===== config.mk =====
export PLATFORM = sky130hd
export DESIGN_NAME = prra_grant
export DESIGN_NICKNAME = d
export VERILOG_FILES = /design/src/rtl/prra_grant.sv
export SDC_FILE = /design/constraint.sdc
export NUM_CORES = 1
export LEC_CHECK = 0
export ABC_AREA = 1
export CAP_MARGIN = 20
export CORE_MARGIN = 3
export CORE_UTILIZATION = 42
export DETAILED_ROUTE_END_ITERATION = 16
export PLACE_DENSITY = 0.73
export RECOVER_POWER = 100
export SLEW_MARGIN = 20
export SYNTH_ARGS = -nofsm -noshare
export SYNTH_HDL_FRONTEND = slang
export SYNTH_SLANG_ARGS = --single-unit

===== constraint.sdc =====
create_clock -name clk_i -period 1.3 [get_ports clk_i]
set_input_delay 0.13 -clock clk_i [delete_from_list [all_inputs] [get_ports clk_i]]
set_output_delay 0.13 -clock clk_i [all_outputs]
set_load 0.01 [all_outputs]

===== src/rtl/prra_grant.sv =====
// Registered round-robin grant controller: rotating priority from the last winner,
// grants held until release, request drop or an optional hold timeout.
module prra_grant #(
   parameter int unsigned WIDTH        = 4,
   parameter int unsigned LOG2_WIDTH   = $clog2(WIDTH),
   parameter int unsigned RESET_OFFSET = 0,
   parameter int unsigned MAX_HOLD     = 0
) (
   input  logic                  clk_i,
   input  logic                  srst_i,
   input  logic [WIDTH-1:0]      request_i,
   input  logic [WIDTH-1:0]      release_i,
   output logic [WIDTH-1:0]      grant_o,
   output logic                  grant_valid_o,
   output logic [LOG2_WIDTH-1:0] grant_index_o,
   output logic                  timeout_o
);

   localparam int unsigned CW = (MAX_HOLD == 0) ? 1 : $clog2(MAX_HOLD + 1);
   localparam logic [LOG2_WIDTH-1:0] LAST_RST = LOG2_WIDTH'(RESET_OFFSET % WIDTH);

   typedef enum logic {S_IDLE, S_GRANT} state_t;

   state_t                state_q, state_d;
   logic [WIDTH-1:0]      grant_q, grant_d;
   logic                  valid_q, valid_d;
   logic [LOG2_WIDTH-1:0] index_q, index_d;
   logic                  timeout_q, timeout_d;
   logic [LOG2_WIDTH-1:0] last_q, last_d;
   logic [CW-1:0]         cnt_q, cnt_d;

   logic                  win_found;
   logic [LOG2_WIDTH-1:0] win_idx;
   logic                  own_rel, own_req, hold_hit, end_c, take_new;

   // First requester after the last winner, wrapping modulo WIDTH.
   always_comb begin
      int unsigned pos;
      win_found = 1'b0;
      win_idx   = '0;
      pos       = 0;
      for (int unsigned k = 1; k <= WIDTH; k++) begin
         pos = (32'(last_q) + k) % WIDTH;
         if (!win_found && request_i[pos]) begin
            win_found = 1'b1;
            win_idx   = LOG2_WIDTH'(pos);
         end
      end
   end

   always_comb begin
      state_d   = state_q;
      grant_d   = grant_q;
      valid_d   = valid_q;
      index_d   = index_q;
      timeout_d = 1'b0;
      last_d    = last_q;
      cnt_d     = cnt_q;
      take_new  = 1'b0;
      own_rel   = release_i[index_q];
      own_req   = request_i[index_q];
      hold_hit  = (MAX_HOLD != 0) && (cnt_q == CW'(MAX_HOLD));
      end_c     = 1'b0;

      unique case (state_q)
         S_IDLE: take_new = |request_i;
         S_GRANT: begin
            end_c = own_rel || !own_req || hold_hit;
            if (end_c) begin
               // The owner's request bit is already clear when it dropped; when it
               // released or timed out it sits at lowest priority since last_q == owner.
               timeout_d = hold_hit && !own_rel && own_req;
               take_new  = |request_i;
               if (!take_new) begin
                  state_d = S_IDLE;
                  grant_d = '0;
                  valid_d = 1'b0;
                  index_d = '0;
               end
            end else if ((MAX_HOLD != 0) && (cnt_q < CW'(MAX_HOLD))) begin
               cnt_d = cnt_q + CW'(1);
            end
         end
         default: state_d = S_IDLE;
      endcase

      if (take_new && win_found) begin
         state_d = S_GRANT;
         grant_d = WIDTH'(1) << win_idx;
         valid_d = 1'b1;
         index_d = win_idx;
         last_d  = win_idx;
         cnt_d   = CW'(1);
      end
   end

   always_ff @(posedge clk_i) begin
      if (srst_i) begin
         state_q   <= S_IDLE;
         grant_q   <= '0;
         valid_q   <= 1'b0;
         index_q   <= '0;
         timeout_q <= 1'b0;
         last_q    <= LAST_RST;
         cnt_q     <= '0;
      end else begin
         state_q   <= state_d;
         grant_q   <= grant_d;
         valid_q   <= valid_d;
         index_q   <= index_d;
         timeout_q <= timeout_d;
         last_q    <= last_d;
         cnt_q     <= cnt_d;
      end
   end

   assign grant_o       = grant_q;
   assign grant_valid_o = valid_q;
   assign grant_index_o = index_q;
   assign timeout_o     = timeout_q;

endmodule


# Yosys cells after proc, flatten, opt, wreduce, memory -nomap -nowiden
# Index checks and enable logic that the tools add are counted.
[op_classes] n_addsub=4 n_lt_le_gt_ge=5 n_eq_ne=1 shifts=1 muxes=38 bitwise=1 n_reduce_logical=13
[ops] operator="1-bit 2-to-1 mux" n=19
[ops] operator="2-bit 2-to-1 mux" n=8
[ops] operator="4-bit 2-to-1 mux" n=4
[ops] operator="2-bit by 3-bit less-than comparator with 1-bit output (second input constant)" n=5
[ops] operator="1-bit binary-select mux with 2-bit select" n=6
[ops] operator="2-bit by 1-bit adder with 2-bit output (second input constant)" n=2
[ops] operator="2-bit adder (second input constant)" n=2
[ops] operator="1-bit logical AND" n=4
[ops] operator="1-bit logical NOT" n=4
[ops] operator="2-bit nonzero test" n=2
[ops] operator="4-bit OR reduction" n=1
[ops] operator="1-bit by 2-bit left shift with 4-bit output (first input constant)" n=1
[ops] operator="3-bit AND reduction" n=1
[ops] operator="2-bit by 1-bit inequality test with 1-bit output (second input constant)" n=1
[ops] operator="1-bit one-hot mux with 2 select lines" n=1
[ops] operator="1-bit logical OR" n=1
[ops] operator="1-bit inverter" n=1
[word_totals] ff_bits=10 input_bits=10 out_inout_bits=8 word_cells=68

# Longest topological paths before layout
# Gate-level depths: netlist (run 1).
[logic_depth] depth_word=16 mapped_depth=14 ltp_nobuf=13

# Worst setup path before layout (run 1)
# OpenSTA, ideal clock, no wires.
[synth_timing] path_type="reg2reg" from="register last_q[0]" to="register grant_q[1] (netlist: grant_o[1])" setup_time_ns=0.130 arrival_time_ns=1.210 required_ns=1.170 slack_ns=-0.040 path_stages_with_launch=15 path_buffers=1 synth_period_minus_slack_ns=1.340 cell_sequence="dfxtp_1 -> buf_6 -> inv_6 -> nand2_1 -> nand2_2 -> nand2_2 -> nand2_1 -> inv_2 -> nand2_1 -> nor2_1 -> nand2_1 -> nand2_2 -> nor2_1 -> nor2_1 -> nor2_1"
[synth_between] elab_chain_len=16 elab_cells_between_ends=33 cone_classes="add/sub: 4; eq/ne: 1; shift: 1; mux: 17; reduce/logical: 10"
[synth_lines] element="from (decl)" line_no="29" text="logic [LOG2_WIDTH-1:0] last_q, last_d;"
[synth_lines] element="from (signal assigned)" line_no="112" text="last_q <= last_d;"
[synth_lines] element="2-bit by 1-bit adder with 2-bit output" line_no="43" text="pos = (32'(last_q) + k) % WIDTH;"
[synth_lines] element="1-bit binary-select mux with 2-bit select" line_no="44" text="if (!win_found && request_i[pos]) begin"
[synth_lines] element="1-bit 2-to-1 mux (not written as such)" line_no="44"
[synth_lines] element="1-bit 2-to-1 mux" line_no="44"
[synth_lines] element="1-bit logical NOT" line_no="44"
[synth_lines] element="1-bit logical AND" line_no="44"
[synth_lines] element="1-bit 2-to-1 mux" line_no="44"
[synth_lines] element="1-bit logical NOT" line_no="44"
[synth_lines] element="1-bit logical AND" line_no="44"
[synth_lines] element="1-bit 2-to-1 mux" line_no="44"
[synth_lines] element="1-bit logical NOT" line_no="44"
[synth_lines] element="1-bit logical AND" line_no="44"
[synth_lines] element="1-bit 2-to-1 mux" line_no="44"
[synth_lines] element="1-bit logical AND" line_no="87" text="if (take_new && win_found) begin"
[synth_lines] element="2-bit by 1-bit inequality test with 1-bit output (no source line) or 2-bit nonzero test (tied branches)"
[synth_lines] element="3-bit AND reduction (no source line)"
[synth_lines] element="to (signal assigned)" line_no="108" text="grant_q <= grant_d;"
[synth_lines] element="to (decl)" line_no="25" text="logic [WIDTH-1:0] grant_q, grant_d;"
# Several ways; a longest one is shown, not always the timed one. The select of a mux whose other input is x is not followed.
# A chain may end at the register's enable or synchronous reset.

# Worst setup path after layout (run 1)
[layout_timing] from="input port request_i[0]" to="register grant_q[1] (netlist: grant_o[1])"
[layout_between] elab_chain_len=15 elab_cells_between_ends=36 cone_classes="eq/ne: 1; shift: 1; mux: 21; reduce/logical: 13"
[layout_lines] element="from (decl)" line_no="11" text="input logic [WIDTH-1:0] request_i,"
[layout_lines] element="1-bit binary-select mux with 2-bit select" line_no="44"
[layout_lines] element="1-bit 2-to-1 mux (not written as such)" line_no="44"
[layout_lines] element="1-bit 2-to-1 mux" line_no="44"
[layout_lines] element="1-bit logical NOT" line_no="44"
[layout_lines] element="1-bit logical AND" line_no="44"
[layout_lines] element="1-bit 2-to-1 mux" line_no="44"
[layout_lines] element="1-bit logical NOT" line_no="44"
[layout_lines] element="1-bit logical AND" line_no="44"
[layout_lines] element="1-bit 2-to-1 mux" line_no="44"
[layout_lines] element="1-bit logical NOT" line_no="44"
[layout_lines] element="1-bit logical AND" line_no="44"
[layout_lines] element="1-bit 2-to-1 mux" line_no="44"
[layout_lines] element="1-bit logical AND" line_no="87"
[layout_lines] element="2-bit by 1-bit inequality test with 1-bit output (no source line) or 2-bit nonzero test (tied branches)"
[layout_lines] element="3-bit AND reduction (no source line)"
# Several ways; a longest one is shown, not always the timed one. The select of a mux whose other input is x is not followed.

==> results.cfg, run 1 <==
[global_routing]
grt_overflow = 0
grt_pass1_wl_um = 3190
antenna_found_initial = 0
grt_max_degree = 11
grt_use_total = 0.203
grt_pass1_vias = 761

[timing]
rsz0062_at_grt = yes
period_minus_slack_ns = 1.53
fmax_mhz = 655
final_max_slew_viol_count = 0
finClkSkew_ns = 0.00244
setup_viol = 9
period_share = 1.18
fin_ws_ns = -0.228
finalHoldViolCount = 0

[drt]
routedWlPerCell_um = 12.8
dr.pass1.iters = 5
route.detailed.drc = 0
route.antenna.remaining_nets = 0
wl_um = 2070
drt_iter0_drc = 13
vias = 820
drt-vias-per-instance = 5.09

[clock_network]
clk_path_buf_depth = 2
worstSkewPairLatency_ns = 0.26
cts_buffers = 3
cts_htree_levels = 1
cts_tree = yes
hold_buffers = 0
cts.sinks = 10
clk_pin_slew_worst_paths_ns = 0.07
clock-root-buffer = clkbuf_4

[yosys]
synth_fp_nets = 121
synth_edf_count = 0
synthCells = 111
avgSynthCellArea_sq_um = 6.22
netlist.area_leader.share = 0.290
synth-seq-area-share = 0.290
yosys_register_bits = 10
async_flop_share = 0
yosys_most_used_dff = dfxtp_1
synth_area_sq_um = 691
yosysTopAreaCell = dfxtp_1
yosys_warnings = 0
synth_area_leaders = dfxtp_1 (29%), nand2_1 (20%), nand2_2 (10%), nor2_1 (7.1%), nand3_1 (5.1%)
ys_types = 21

[floorplanning]
die_h_um = 46.6
die_area_sq_mm = 0.00217
initial_core_util = 0.453
core_area_sq_mm = 0.00152
die_width_um = 46.6
io-pin-count = 18
rows = 14

[power_and_ir_drop]
finalPower_w = 0.00252
power_density_mw_per_mm2 = 2160
vdd_ir_drop_max_mv = 1.15
leakage_nw = 0.547

[outcome]
status = finished, violations left
violations = setup timing

[critical_path]
cp.arrival_ns = 1.73
crit_path_end_kind = flop
worstSetupPathType = in -> reg
cp_max_fo = 5
startpoint_type = primary input
critical_path_required_ns = 1.50

[placed_design]
gp_congestion = 0.885
place_inst = 152
hpwl_um = 1320
portBuffers = 16

[cells_and_area]
fin_cells = 161
layout.nets = 156
layout-drive-gt1-share = 0.428
postLayoutCoreUtil = 0.764
num_antenna_cells = 0
area.growth.synth_to_final_pct = 68.7

[min_path]
hold_path.class = in -> reg

[flow_run]
cap_violations = 0
critical path, cell delays in order:
cell and delay [ns]:
clkdlybuf4s50_1 0.57, nand2_1 0.13, nand2_4 0.10, nand2_2 0.07, buf_4 0.13, a31oi_1 0.13
nand2_1 0.07, nand2_1 0.07, nand2_2 0.10, nor2_1 0.11, nor2_1 0.05, nor2_1 0.07
through the flow:
step,hold WS (ns),instance area [sq um],TNS (ns),setup slack (ns)
6_report,0.452,1160,-1.49,-0.228
5_1_grt,0.470,1160,-2.41,-0.343
4_1_cts,0.476,1080,-0.826,-0.139
3_5_place_dp,0.468,953,-2.83,-0.353
3_3_place_gp,0.452,953,-2.70,-0.346
2_1_floorplan,0.296,693,-0.0662,-0.0331
layer usage:
metal / vias up / track usage / share of wire
met2: 28 / 0.354 / 0.54
met5: - / 0 / 0
met4: 0 / 0.0852 / 0.017
met3: 6 / 0.0352 / 0.039
met1: 367 / 0.241 / 0.41
li1: 419 / - / -
final timing paths:
| kind | startpoint | end | slack [ns] | depth (start not counted) |
|---|---|---|---|---|
| worst max-delay path | request_i[0] | grant_o[1] | -0.23 | 12 |
| worst min-delay path | request_i[3] | state_q | 0.45 | 4 |
| worst max register to register | last_q[0] | grant_o[1] | -0.22 | 11 |
| worst min register to register | grant_o[2] | grant_o[2] | 0.47 | 2 |
area by class of cell:
type,count,area [sq um]
Fill cell,115,359
Clock buffer,4,36.3
Sequential cell,10,208
Tap cell,16,20.0
Inverter,11,53.8
Timing Repair Buffer,33,299
Multi-Input combinational cell,87,548
flip-flops by register name, indices dropped and copies added (netlist names):
signal	count
last_q	2
grant_valid_o	1
grant_index_o	2
state_q	1
grant_o	4
layout by cell type, fill, tap and decap left out, types with 3 or more instances in the layout:
master / count
clkbuf_4: 4
inv_1: 6
buf_4: 15
nor2_1: 10
nand2_1: 25
dfxtp_1: 8
nand2_2: 12
inv_2: 4
clkdlybuf4s50_1: 10
nand3_1: 5
a21oi_2: 3
a21oi_1: 5
nand2_4: 12
dlygate4sd2_1: 3
synthesized netlist by cell type (2+ instances only):
cell type and count:
a31oi_1 2, nor2_1 13, nand3b_1 2, nand2_2 11, a21oi_1 6, nor3b_1 2, dfxtp_1 10, nand3_1 7
inv_2 4, a21oi_2 2, nand2_1 37, inv_1 6
report_power, final:
part	leakage (nW)	internal (W)	switching, W
logic	0.442	0.000787	0.000948
registers	0.0841	0.000405	0.0000988
clock network	0.0210	0.000170	0.000113
total	0.547	0.00136	0.00116
cells by family after synthesis:
logic type / after synthesis / synth area share
buffers and inverters: 14 / 0.0996
other: 1 / 0.00543
AO/OA/AOI/OAI: 11 / 0.0996
flip-flops: 10 / 0.290
AND/OR/NAND/NOR: 75 / 0.505
timing repair:
item / 4_1_cts / 5_1_grt
gates cloned: 0 / 0
resized for setup: 27 / 16
endpoints found under the setup margin: 11 / 11
pin swaps: 8 / 14
endpoints found under the hold margin: 0 / 0
setup buffers: 1 / 5
No activity file was read; power rests on OpenSTA's default activity.
==> inputs of run 2 (changes only) <==
ABC_CLOCK_PERIOD_IN_PS = 1300   (was not set)
==> results of run 2 <==
No change in the layout: final DEF, timing and power equal those of run 1.
==> inputs of run 3 (changes only) <==
CORE_ASPECT_RATIO = 0.9   (was not set)
==> results.cfg, run 3 (same netlist as run 1, synthesis figures left out) <==
[outcome]
status = finished, violations left
violations = setup timing

[placed_design]
portBuffers = 16
hpwl_um = 1340
dpl_cell_area_sq_um = 946
gp_congestion = 0.907

[cells_and_area]
n_fill_cell = 138
largest_reg_flops = 4
postLayoutCellArea_sq_mm = 0.00109
num_antenna_cells = 0
layout.nets = 152
layout-drive-gt1-share = 0.390
area.growth.synth_to_final_pct = 58.0
layout_common_cells = nand2_1 (28), nand2_2 (15), buf_4 (11)
layout_commonest_cell = nand2_1

[critical_path]
cp_max_fo = 8
startpoint_type = flop
worst_r2r_path_depth = 14
crit_path_end_kind = flop
cp.depth = 14
worstSetupPathType = reg -> reg
critical_path.endpoint = grant_o[0]
crit_chain = buf_12 -> inv_8 -> nand2_2 -> nand2_4 -> nand2_1 -> nand2_2 -> nand2_2 -> nand2_2 -> nand2_2 -> nand2_1 -> nand2_1 -> nor2_2 -> nor2_1 -> nor2_1
cp_top_family = simple AND/OR/NAND/NOR gates
reg2reg_from = last_q[0]
crit_path_start = last_q[0]
crit_slowest_cell = dfxtp_2
critPathBufInv = 2
r2r_end = grant_o[0]
cpPeakStageDelay_ns = 0.33
path_common_cell = nand2_2
cp.arrival_ns = 1.78
critical_path_required_ns = 1.49
ff2ff_setup_slack_ns = -0.29

[power_and_ir_drop]
leakage_nw = 0.498
power_density_mw_per_mm2 = 2140
internal_power_w = 0.00125
p_clk_frac = 0.120
p_comb_frac = 0.679
power_switching_share = 0.463
finalPower_w = 0.00234
power_switching_w = 0.00108
seqPwrFrac = 0.201
vdd_ir_drop_max_mv = 1.16

[drt]
drt_iter0_drc = 23
route.antenna.remaining_nets = 0
route.detailed.drc = 0
wl_um = 1890
routedWlPerCell_um = 11.6
dr.pass1.iters = 4
vias = 793
drt-vias-per-instance = 4.87

[timing]
setup_viol = 9
final_max_slew_viol_count = 0
tns_ns = -1.58
rsz0062_at_grt = yes
finClkSkew_ns = 0.00992
finalHoldViolCount = 0
fin_ws_ns = -0.289
fmax_mhz = 629
period_share = 1.22
period_minus_slack_ns = 1.59

[global_routing]
grt_pass1_wl_um = 3070
grt_use_total = 0.182
antenna_found_initial = 0
grt_pass1_vias = 729
grt_overflow = 0
grt_max_degree = 11

[min_path]
hold_path.class = in -> reg

[clock_network]
cts.sinks = 10
worstSkewPairLatency_ns = 0.27
hold_buffers = 0
clk_pin_slew_worst_paths_ns = 0.07
cts_htree_levels = 1
cts_buffers = 3
clk_path_buf_depth = 2
cts_tree = yes
clock-root-buffer = clkbuf_4

[floorplanning]
initial_core_util = 0.462
core_area_sq_mm = 0.00150
die_width_um = 48.7
die_area_sq_mm = 0.00217
io-pin-count = 18
die_h_um = 44.5
rows = 13

[flow_run]
cap_violations = 0
==> run 3: worst min-delay path by stage <==
stage | to | slack (ns) | cells after the start | start
2_1_floorplan | state_q | 0.30 | 2 | request_i[1]
3_3_place_gp | grant_valid_o | 0.45 | 2 | grant_valid_o
3_5_place_dp | grant_o[2] | 0.47 | 2 | grant_o[2]
4_1_cts | state_q | 0.42 | 3 | request_i[2]
5_1_grt | state_q | 0.45 | 3 | request_i[2]
6_report | state_q | 0.43 | 3 | request_i[2]
==> run 3: per-stage QoR <==
step | worst slack [ns] | cells | hold WS [ns] | util
global route | -0.417 | 163 | 0.452 | 0.729
detailed placement | -0.360 | 156 | 0.471 | 0.632
global placement | -0.317 | 156 | 0.452 | 0.632
finish | -0.289 | 163 | 0.432 | 0.729
CTS | -0.220 | 162 | 0.417 | 0.699
floorplan | -0.0331 | 111 | 0.296 | -
==> run 3: what timing repair did <==
action,CTS,global route
setup endpoints to repair,11,11
resized for setup,19,12
pin swaps,8,10
setup buffers,2,1
==> run 3: routing by layer <==
metal  routed length (um)  track usage
met1                  872        0.222
met4                    0       0.0511
met5                    0            0
met2                  928        0.320
met3                   88       0.0471
==> run 3: layout make-up <==
class | instances | area, sq um | area share
inverters | 11 | 48.8 | 0.0447
well taps | 22 | 27.5 | 0.0252
repair buffers | 29 | 267 | 0.244
flip-flops and latches | 10 | 205 | 0.188
multi-input cells | 87 | 507 | 0.464
clock buffers | 4 | 36.3 | 0.0333
==> run 3: tightest hold or removal path, stage by stage <==
cell and delay (ns):
dlygate4sd2_1 0.30, inv_1 0.12, a31oi_1 0.09
==> run 3: power groups by stage <==
stage / Clock, W / Sequential [W] / Combinational, W
after floorplan: 0 / 0.000478 / 0.000843
after global placement: 0 / 0.000458 / 0.00126
after detailed placement: 0 / 0.000460 / 0.00128
after CTS: 0.000289 / 0.000459 / 0.00145
after global routing: 0.000303 / 0.000477 / 0.00174
final: 0.000281 / 0.000469 / 0.00159
==> patch: new RTL, config.mk and constraints of run 2 <==
Make the reset (`srst_i`) asynchronous in one clocked block.
--- a/src/rtl/prra_grant.sv
+++ b/src/rtl/prra_grant.sv
@@ -95,5 +95,5 @@
    end
 
-   always_ff @(posedge clk_i) begin
+   always_ff @(posedge clk_i or posedge srst_i) begin
       if (srst_i) begin
          state_q   <= S_IDLE;
Function: differs if srst_i is asserted again (counterexample within 4 cycles, from zero or initial values and one cycle with srst_i high); with srst_i held inactive, the same outputs for 10 cycles.
==> patch against run 2 <==
The flow still finishes with violations (negative setup slack). Routed wire length is 21% lower. Area after synthesis is 0.36% lower. Setup slack better by 0.13 ns. Sequential share of layout area increased by 7.8 points. Global-route usage decreased by 4.0 points. Utilization down 6.5 points. Hold slack worse by 0.19 ns. Design area decreased by 15%. Total power grew 1.8%. Sequential cell count unchanged. Critical path type is now register to register.
==> patch: results (changes against run 2) <==
status finished with violations (unchanged); violated checks negative setup slack (unchanged); Critical Path Max Stage Delay 0.48 ns (was 0.57 ns); fin worst setup slack -0.0995 ns (was -0.228 ns); Core Footprint 0.00142 mm² (was 0.00152 mm²); drt pass-1 iters 4 (was 5); Max IR drop VDD 1.41 mV (was 1.15 mV); Seq/total area 25.7% (was 17.8%); All-Layer GR Usage 16.4% (was 20.3%); initial DRC count 19 (was 13); first-pass GRT wire length 2500 µm (was 3190 µm); Final setup viols 8 (was 9); vias in the first global route 590 (was 761); WL met2 809 µm (was 1110 µm); Fin Hold WS 0.267 ns (was 0.452 ns); RR Endpoint grant_o[3] (was grant_o[1]); post-CTS setup buffers 2 (was 1); Main synth FF type dfrtp_1 (was dfxtp_1); wire length on met3 73 µm (was 80 µm); Placed Area 893 µm² (was 953 µm²); pre-CTS setup slack -0.280 ns (was -0.353 ns); area of the multi-input gates 413 µm² (was 548 µm²); worst r2r path cells 12 (was 11); Post-Route WL 1630 µm (was 2070 µm); compound-cell area share of the yosys netlist 4.91% (was 9.96%); clk tree area frac 3.67% (was 3.11%)
## patch: changes by cell type in the layout (fill, tap and decap cells not counted), sizes merged, moves of 3 or more
| cell | change |
|---|---|
| nand2 | +3 |
| dfrtp | +10 |
| dfxtp | -10 |
| nor2 | -9 |
| buf | -8 |
| a21oi | -8 |
## patch: where the power goes
part,switching [mW],leakage (nW),internal (mW),total (mW)
clock,0.115,0.0210,0.170,0.285
sequential,0.139,0.117,0.457,0.596
combinational,0.973,0.382,0.712,1.69
## patch: worst max-delay path by stage
stage / startpoint / endpoint / slack, ns / cells past startpoint
final: last_q[0] / grant_o[3] / -0.1 / 12
after global routing: last_q[0] / grant_o[3] / -0.19 / 12
after CTS: last_q[0] / grant_o[3] / -0.09 / 12
after detailed placement: request_i[1] / last_q[0] / -0.28 / 8
after global placement: request_i[1] / last_q[0] / -0.24 / 8
after floorplan: grant_index_o[0] / last_q[0] / 0.002 / 8
